`config.mk`:
```
export PLATFORM = sky130hd
export DESIGN_NAME = bus_block_writer
export DESIGN_NICKNAME = d
export VERILOG_FILES = /design/src/rtl/bus_block_writer.sv
export SDC_FILE = /design/constraint.sdc
export NUM_CORES = 1
export LEC_CHECK = 0
export CAP_MARGIN = 20
export CORE_ASPECT_RATIO = 1.2
export CORE_MARGIN = 4
export CORE_UTILIZATION = 46
export DETAILED_ROUTE_END_ITERATION = 6
export GPL_TIMING_DRIVEN = 0
export PLACE_DENSITY = 0.9
export SETUP_SLACK_MARGIN = 0.3
export SYNTH_ARGS = -nofsm -noshare
export SYNTH_HDL_FRONTEND = slang
export SYNTH_SLANG_ARGS = --single-unit
```
`constraint.sdc`:
```
create_clock -name clk_bus -period 2 [get_ports clk_bus]
set_input_delay 0.5 -clock clk_bus [delete_from_list [all_inputs] [get_ports clk_bus]]
set_output_delay 0.5 -clock clk_bus [all_outputs]
set_load 0.01 [all_outputs]
```
`src/rtl/bus_block_writer.sv`:
```
// rtl/bus_block_writer.sv - bus initiator copying a word stream to consecutive bus addresses
//
// Purpose: second bus master that writes one 16-bit stream word per bus
// transaction (sync/stb/we/wtbt/ack handshake) into consecutive word addresses.
//
// Parameters:
//   TIMEOUT  max STROBE cycles without bus_ack before abort (BUS_TIMEOUT_EN only)
//   CNT_W    width of the word-count input
//
// Optional feature macro: BUS_TIMEOUT_EN (abort a stuck STROBE, set error).
//
// Ports:
//   clk_bus, reset        bus clock, synchronous active-high reset
//   start                 one-cycle block transfer request (ignored while busy)
//   base_addr, count      first byte address (bit 0 ignored), words to write
//   wtbt                  byte enables used for every transfer of the block
//   s_data/s_valid/s_ready  input word stream
//   bus_addr, bus_dout, bus_sync, bus_we, bus_wtbt, bus_stb  registered bus outputs
//   bus_ack               responder acknowledge
//   busy, done, error     status: in progress, end pulse, sticky abort

module bus_block_writer #(
  parameter int TIMEOUT = 255,
  parameter int CNT_W   = 14
) (
  input  logic             clk_bus,
  input  logic             reset,
  input  logic             start,
  input  logic [15:0]      base_addr,
  input  logic [CNT_W-1:0] count,
  input  logic [1:0]       wtbt,
  input  logic [15:0]      s_data,
  input  logic             s_valid,
  output logic             s_ready,
  output logic [15:0]      bus_addr,
  output logic [15:0]      bus_dout,
  output logic             bus_sync,
  output logic             bus_we,
  output logic [1:0]       bus_wtbt,
  output logic             bus_stb,
  input  logic             bus_ack,
  output logic             busy,
  output logic             done,
  output logic             error
);

  typedef enum logic [2:0] {
    IDLE,
    WAIT_DATA,
    SETUP,
    STROBE,
    HOLD
  } state_t;

  state_t           state, state_nxt;
  logic [15:0]      addr;
  logic [CNT_W-1:0] rem;
  logic [1:0]       wtbt_r;

  logic load;        // accepted start with nonzero count
  logic zero_done;   // start with count 0: done only
  logic take;        // stream word accepted
  logic advance;     // HOLD: step address and count
  logic finish;      // last word acknowledged
  logic on_bus;      // next state drives the address phase

  // Word addressing only; the low address bit is discarded.
  logic unused_addr_bit;
  assign unused_addr_bit = base_addr[0];

`ifdef BUS_TIMEOUT_EN
  localparam int TCNT_W = (TIMEOUT > 255) ? $clog2(TIMEOUT + 1) : 8;
  logic [TCNT_W-1:0] tcnt;
  logic              abort;
  logic              error_r;
  assign error = error_r;
`else
  // TIMEOUT only matters when the abort logic is built in.
  logic [7:0] unused_timeout;
  assign unused_timeout = 8'(TIMEOUT);
  assign error = 1'b0;
`endif

  always_comb begin
    state_nxt = state;
    load      = 1'b0;
    zero_done = 1'b0;
    take      = 1'b0;
    advance   = 1'b0;
    finish    = 1'b0;
`ifdef BUS_TIMEOUT_EN
    abort     = 1'b0;
`endif
    case (state)
      IDLE: begin
        if (start) begin
          if (count != '0) begin
            load      = 1'b1;
            state_nxt = WAIT_DATA;
          end else begin
            zero_done = 1'b1;
          end
        end
      end
      WAIT_DATA: begin
        if (s_valid) begin
          take      = 1'b1;
          state_nxt = SETUP;
        end
      end
      SETUP: state_nxt = STROBE;
      STROBE: begin
        if (bus_ack) begin
          state_nxt = HOLD;
`ifdef BUS_TIMEOUT_EN
        end else if (tcnt == TCNT_W'(TIMEOUT - 1)) begin
          // This cycle is the TIMEOUT-th without ack.
          abort     = 1'b1;
          state_nxt = IDLE;
`endif
        end
      end
      HOLD: begin
        advance = 1'b1;
        if (rem == CNT_W'(1)) begin
          finish    = 1'b1;
          state_nxt = IDLE;
        end else begin
          state_nxt = WAIT_DATA;
        end
      end
      default: state_nxt = IDLE;
    endcase
  end

  assign on_bus = (state_nxt == SETUP) || (state_nxt == STROBE) || (state_nxt == HOLD);

  // Outputs are registered from the state being entered, so each state's
  // bus values appear exactly while the FSM sits in it.
  always_ff @(posedge clk_bus) begin
    if (reset) begin
      state    <= IDLE;
      addr     <= '0;
      rem      <= '0;
      wtbt_r   <= '0;
      s_ready  <= 1'b0;
      bus_addr <= '0;
      bus_dout <= '0;
      bus_sync <= 1'b0;
      bus_we   <= 1'b0;
      bus_wtbt <= '0;
      bus_stb  <= 1'b0;
      busy     <= 1'b0;
      done     <= 1'b0;
    end else begin
      state <= state_nxt;
      done  <= finish | zero_done;
      if (load) begin
        addr   <= {base_addr[15:1], 1'b0};
        rem    <= count;
        wtbt_r <= wtbt;
      end
      if (advance) begin
        addr <= addr + 16'd2;   // wraps FFFE -> 0000 naturally
        rem  <= rem - CNT_W'(1);
      end
      if (take) begin
        bus_dout <= s_data;
      end else if (state_nxt == IDLE) begin
        bus_dout <= '0;
      end
      busy     <= (state_nxt != IDLE);
      s_ready  <= (state_nxt == WAIT_DATA);
      bus_sync <= on_bus;
      bus_we   <= on_bus;
      bus_stb  <= (state_nxt == STROBE);
      bus_addr <= on_bus ? addr : 16'd0;
      bus_wtbt <= on_bus ? wtbt_r : 2'b00;
    end
  end

`ifdef BUS_TIMEOUT_EN
  always_ff @(posedge clk_bus) begin
    if (reset) begin
      tcnt    <= '0;
      error_r <= 1'b0;
    end else begin
      if (state != STROBE) begin
        tcnt <= '0;
      end else if (!bus_ack) begin
        tcnt <= tcnt + TCNT_W'(1);
      end
      if (load) begin
        error_r <= 1'b0;
      end else if (abort) begin
        error_r <= 1'b1;
      end
    end
  end
`endif

endmodule

```
==> reports/metrics.yaml, run 1 <==
fmax_mhz: 502
synthCells: 341
synth_warnings: 0
ys_ff_latch: 72
critPathLaunchType: "flip-flop"
met3WireLength_um: 1670
clock-sinks: 72
drt-pass1-iter-count: 7
cts_buffer_depth: 2
fin_skew_ns: 0.0149
tightest_slew_ns: 0.712
vias_per_cell: 6.91
die-width_um: 81.7
clkTransAtPathRegs_ns: 0.09
area_growth_pct: 72.3
grt_antenna_before_repair: 0
stdcell_area_um2: 5160
synthTopCellsByArea: "dfxtp_1 48%, a21oi_1 5.3%, a22o_1 4.7%, nor2_1 4.5%, and2_1 4.4%"
port_buffers: 89
drc_errors: 0
wl_per_cell_um: 26.8
drt_iter0_drc: 613
p_leak_nw: 2.23
synthArstFlopShare_pct: 0
clk_latency_ns: 0.37
totalWireLength_um: 15100
diodes: 0
ant_nets: 0
ys.flop_type: "dfxtp_1"
wl_met2_um: 6770
h-tree-depth: 3
cp.arrival_ns: 2.22
top_layer_used: "met4"
dr_total_vias: 3897
p_per_area_nw_per_um2: 766
drive_gt1_share_pct: 32.0
dieArea_um2: 7870
pin_count: 94
crit_path_max_fanout: 6
start_util_pct: 48.6
maxCapViolCount: 0
cts_root_buf: "clkbuf_8"
cts_hold_buffers: 0
r2r_setup_slack_ns: 0.008
min_period_ns: 1.99
grt_pass1_wl_um: 17900
total_power_mw: 3.95
status: "complete, no violations"
placed_area_um2: 4070
num_rows: 31
syn_avg_cell_area_um2: 8.78
yosysTopAreaCellShare_pct: 48.1
final_max_slew_viol_count: 0
grt_max_degree: 13
rsz0062_at_grt: "true"
worst_setup_path_end_kind: "flip-flop"
slew_headroom_pct: 52.5
synth_edf_count: 0
worst_hold_path_type: "in -> reg"
post-route-period-util_pct: 99.6
grt_usage_pct: 30.6
met1_length_um: 5040
hpwl_um: 6420
synth_seq_area_share_pct: 48.1
netlist_area_um2: 3000
grt.overflow.total: 0
grt_pass1_vias: 3522
cts_buffers: 9
core_area_um2: 6170
cts_tree: "built"
synth_area_leader_cell: "dfxtp_1"
setup_viol: 0
ir_worst_vdd_v: 0.000599
worstSetupPathType: "reg -> reg"
final_hold_viol_count: 0
die_h_um: 96.4
synth_cell_types: 49
crit_required_ns: 2.23
gp_congestion: 0.897
fin_nets: 533
==> synth_stat cells (all sizes together), types with 2 or more instances <==
master   instances
nand4            5
clkbuf          12
o31ai            2
inv              5
nand2           24
nor2            36
nor4            10
a2111oi          2
dfxtp           72
nor3b            2
nor2b            3
buf              9
a21oi           33
or2              2
nand3           23
a22oi            3
o21ai            6
and2            21
or4              2
a221oi           4
ha               3
or3              4
nor3            10
o22ai            2
a2bb2oi          5
o311ai           3
a31oi            7
a22o            16
==> flip-flops by register name (all words and copies together) (netlist names) <==
register and cells:
addr 15, bus_addr 15, bus_dout 16, bus_stb 1, bus_we 1, bus_wtbt 2
busy 1, done 1, rem 14, s_ready 1, state 3, wtbt_r 2
==> final timing paths <==
| kind | from | to | depth (start not counted) |
|---|---|---|---|
| worst max-delay path | state[0] | addr[11] | 7 |
| worst min register to register | bus_dout[8] | bus_dout[8] | 1 |
| worst max register to register | state[0] | addr[11] | 7 |
| worst min-delay path | count[3] | rem[3] | 3 |
==> worst max-delay path: stages (launching register included) <==
cell and delay [ns]:
dfxtp_2 0.32, buf_6 0.11, or3b_4 0.39, buf_6 0.15, nor4_4 0.40, a21oi_1 0.14, a221oi_2 0.26, nor2_1 0.08
==> cells by family (layout without fill, tap and decap cells) <==
logic type / after synthesis / count (layout) / share of synthesized area (%)
buffers and inverters: 26 / 166 / 4.09
DFF: 72 / 72 / 48.1
adders and majority gates: 3 / 3 / 1.25
muxes: 1 / 1 / 0.334
AOI/OAI and AO/OA: 89 / 89 / 20.4
other: 1 / 2 / 0.125
and+or+nand+nor: 149 / 149 / 25.7
==> layer usage <==
metal / vias up / track usage (%)
met1: 1780 / 31.6
met3: 174 / 7.33
li1: 1526 / -
met2: 417 / 52.7
met4: 0 / 23.7
met5: - / 0
==> cell type report <==
| type | count | area, µm² |
|---|---|---|
| Sequential cell | 72 | 1450 |
| Fill cell | 299 | 1010 |
| Clock inverter | 5 | 78.8 |
| Inverter | 5 | 18.8 |
| Clock buffer | 11 | 151 |
| Tap cell | 82 | 103 |
| Multi-Input combinational cell | 244 | 1940 |
| Timing Repair Buffer | 124 | 1220 |
| Buffer | 21 | 203 |
==> metrics by stage <==
stage	setup TNS [ns]	util, %	hold WS, ns	cells	setup slack (ns)
final	0	83.7	0.436	564	0.00766
after global routing	-0.0798	83.7	0.435	564	-0.0757
after CTS	0	74.7	0.442	545	0.155
after detailed placement	-32.41	66.0	0.460	513	-0.652
after global placement	-30.70	66.0	0.440	513	-0.610
after floorplan	0	-	0.430	342	0.216
==> power breakdown <==
group | internal, mW | switching [mW]
Sequential | 1.52 | 0.123
Combinational | 0.457 | 0.479
Clock | 0.769 | 0.605
==> cells in the final DEF (no fill, tap or decap), drive strengths merged, types with 4 or more instances in the layout <==
cell            n
a22o           16
and2           21
a221oi          4
buf            53
nor3           10
a31oi           7
dlygate4sd2    34
nand3          23
a2bb2oi         5
o21ai           6
nand4           5
dlymetal6s2s    6
clkdlybuf4s50  37
nand2          24
nor4           10
dfxtp          72
or3             4
a21oi          33
clkbuf         25
inv             5
nor2           36
==> what timing repair did <==
action	in CTS	in global routing
resized for setup	121	109
pin swaps	16	31
endpoints found under the setup margin	102	67
buffers inserted	15	16
cloned	1	3
(Power assumes the default switching activity.)
==> run 2, diff against run 1 <==
==> constraint.sdc (replaced) <==
create_clock -name clk_bus -period 2 [get_ports clk_bus]
set_input_delay 0.5 -clock clk_bus [delete_from_list [all_inputs] [get_ports clk_bus]]
set_output_delay 0.5 -clock clk_bus [all_outputs]
set_load 0.02 [all_outputs]
==> run 2 against run 1 <==
  * Cell count is 0.18% lower
  * Clock skew is 0.0020 ns lower
  * Non-clock buffer count is 1 lower
  * Combinational power is 6.0% lower
  * Flip-flop and latch count stayed put
  * Global-route usage is 1.9 points lower
  * Sequential power hardly changed
  * Via count is 3.3% lower
==> reports/metrics.yaml, run 2 (synthesized netlist as in run 1, its figures left out) <==
crit_family: "simple AND/OR/NAND/NOR gates"
diodes: 0
wl_per_cell_um: 24.2
tightest_slew_ns: 0.696
cts_buffers: 9
largest_register_ffs: 16
grt_pass1_vias: 3328
final_cell_count_no_fill: 563
dr_total_vias: 3767
crit_buf_inv: 2
fin_nets: 532
post-route-period-util_pct: 95.8
layout_commonest_cell: "dfxtp_1"
gp_congestion: 0.897
setup_viol: 0
regMostFlops: "bus_dout"
p_per_area_nw_per_um2: 781
clkTransAtPathRegs_ns: 0.08
maxCapViolCount: 0
final_max_slew_viol_count: 0
cts_tree: "built"
status: "complete, no violations"
grt_max_degree: 13
cp.arrival_ns: 2.15
port_buffers: 89
dieArea_um2: 7870
stdcell_area_um2: 4960
die-width_um: 81.7
num_rows: 31
grt_antenna_before_repair: 0
p_leak_nw: 2.10
grt_pass1_wl_um: 16900
final_hold_viol_count: 0
critical-path-max-stage-delay_ns: 0.39
ant_nets: 0
ir_worst_vdd_v: 0.000596
crit_path_max_fanout: 6
drc_errors: 0
crit_path_top_delay_cell: "or3_4"
cts_buffer_depth: 2
totalWireLength_um: 13600
grt_usage_pct: 28.7
area_growth_pct: 65.7
grt.overflow.total: 0
slew_headroom_pct: 53.6
worst_hold_path_type: "in -> reg"
hpwl_um: 6420
drt_iter0_drc: 486
die_h_um: 96.4
crit_chain: "buf_6 -> or3b_4 -> buf_6 -> or2_4 -> or3_4 -> nand3_1 -> a21oi_2"
drive_gt1_share_pct: 28.5
min_period_ns: 1.92
clock-sinks: 72
drt-pass1-iter-count: 5
h-tree-depth: 3
worst_setup_path_end_kind: "flip-flop"
rsz0062_at_grt: "true"
placed_cells: 513
fmax_mhz: 522
vias_per_cell: 6.69
cpMostUsedCell: "buf_6"
pin_count: 94
total_power_mw: 3.87
clk_latency_ns: 0.38
cts_root_buf: "clkbuf_8"
core_area_um2: 6170
start_util_pct: 48.6
placed_area_um2: 4070
worstSetupPathType: "reg -> reg"
cts_hold_buffers: 0
crit_required_ns: 2.24
critPathLaunchType: "flip-flop"
final_cell_mix: "66 x dfxtp_1, 41 x dlygate4sd2_1, 35 x clkdlybuf4s50_1"
reg.largest.list: "bus_dout (16), addr (15), bus_addr (15)"
fin_skew_ns: 0.0129
run 2: metal layers:
metal  wire length (µm)  part of all wire, %  vias up  track usage [%]
met3               1390                   10      133             5.38
met4               1020                  7.5        0             17.2
met2               6570                   48      361             51.4
li1                   -                    -     1520                -
met1               4670                   34     1753             31.2
met5                  0                    0        -                0
run 2: timing repair:
action	in CTS	in global routing
setup endpoints to repair	110	61
pin swaps	14	24
cloned	2	0
hold endpoints to repair	0	0
resized for setup	134	70
buffers inserted	15	17
run 2: tightest hold or removal path, cell delays in order:
cell and delay, ns:
buf_2 0.12, nand2_1 0.05, a31oi_1 0.08
run 2: final timing paths:
check                                   from           end  slack (ns)  cells after the start
worst min-delay path                count[3]        rem[3]        0.43                      3
worst max register to register      state[0]      addr[13]        0.08                      7
worst min register to register  bus_dout[14]  bus_dout[14]        0.48                      1
worst max-delay path                state[0]      addr[13]        0.08                      7
run 2: cell type report:
type / instances / area, µm²
Clock inverter: 5 / 78.8
Clock buffer: 11 / 151
Inverter: 5 / 18.8
Multi-Input combinational cell: 244 / 1820
Tap cell: 82 / 103
Buffer: 21 / 195
Fill cell: 341 / 1200
Sequential cell: 72 / 1450
Timing Repair Buffer: 123 / 1140
run 2: per-stage QoR:
step / hold WS [ns] / TNS, ns / utilization [%] / setup WS [ns]
6_report: 0.428 / 0 / 80.5 / 0.0843
5_1_grt: 0.427 / 0 / 80.5 / 0.0537
4_1_cts: 0.430 / 0 / 74.7 / 0.138
3_5_place_dp: 0.460 / -32.41 / 66.0 / -0.652
3_3_place_gp: 0.440 / -30.70 / 66.0 / -0.610
2_1_floorplan: 0.430 / 0 / - / 0.216
run 2: power breakdown:
group	internal (mW)	switching, mW
sequential	1.52	0.111
clock	0.768	0.595
combinational	0.410	0.470
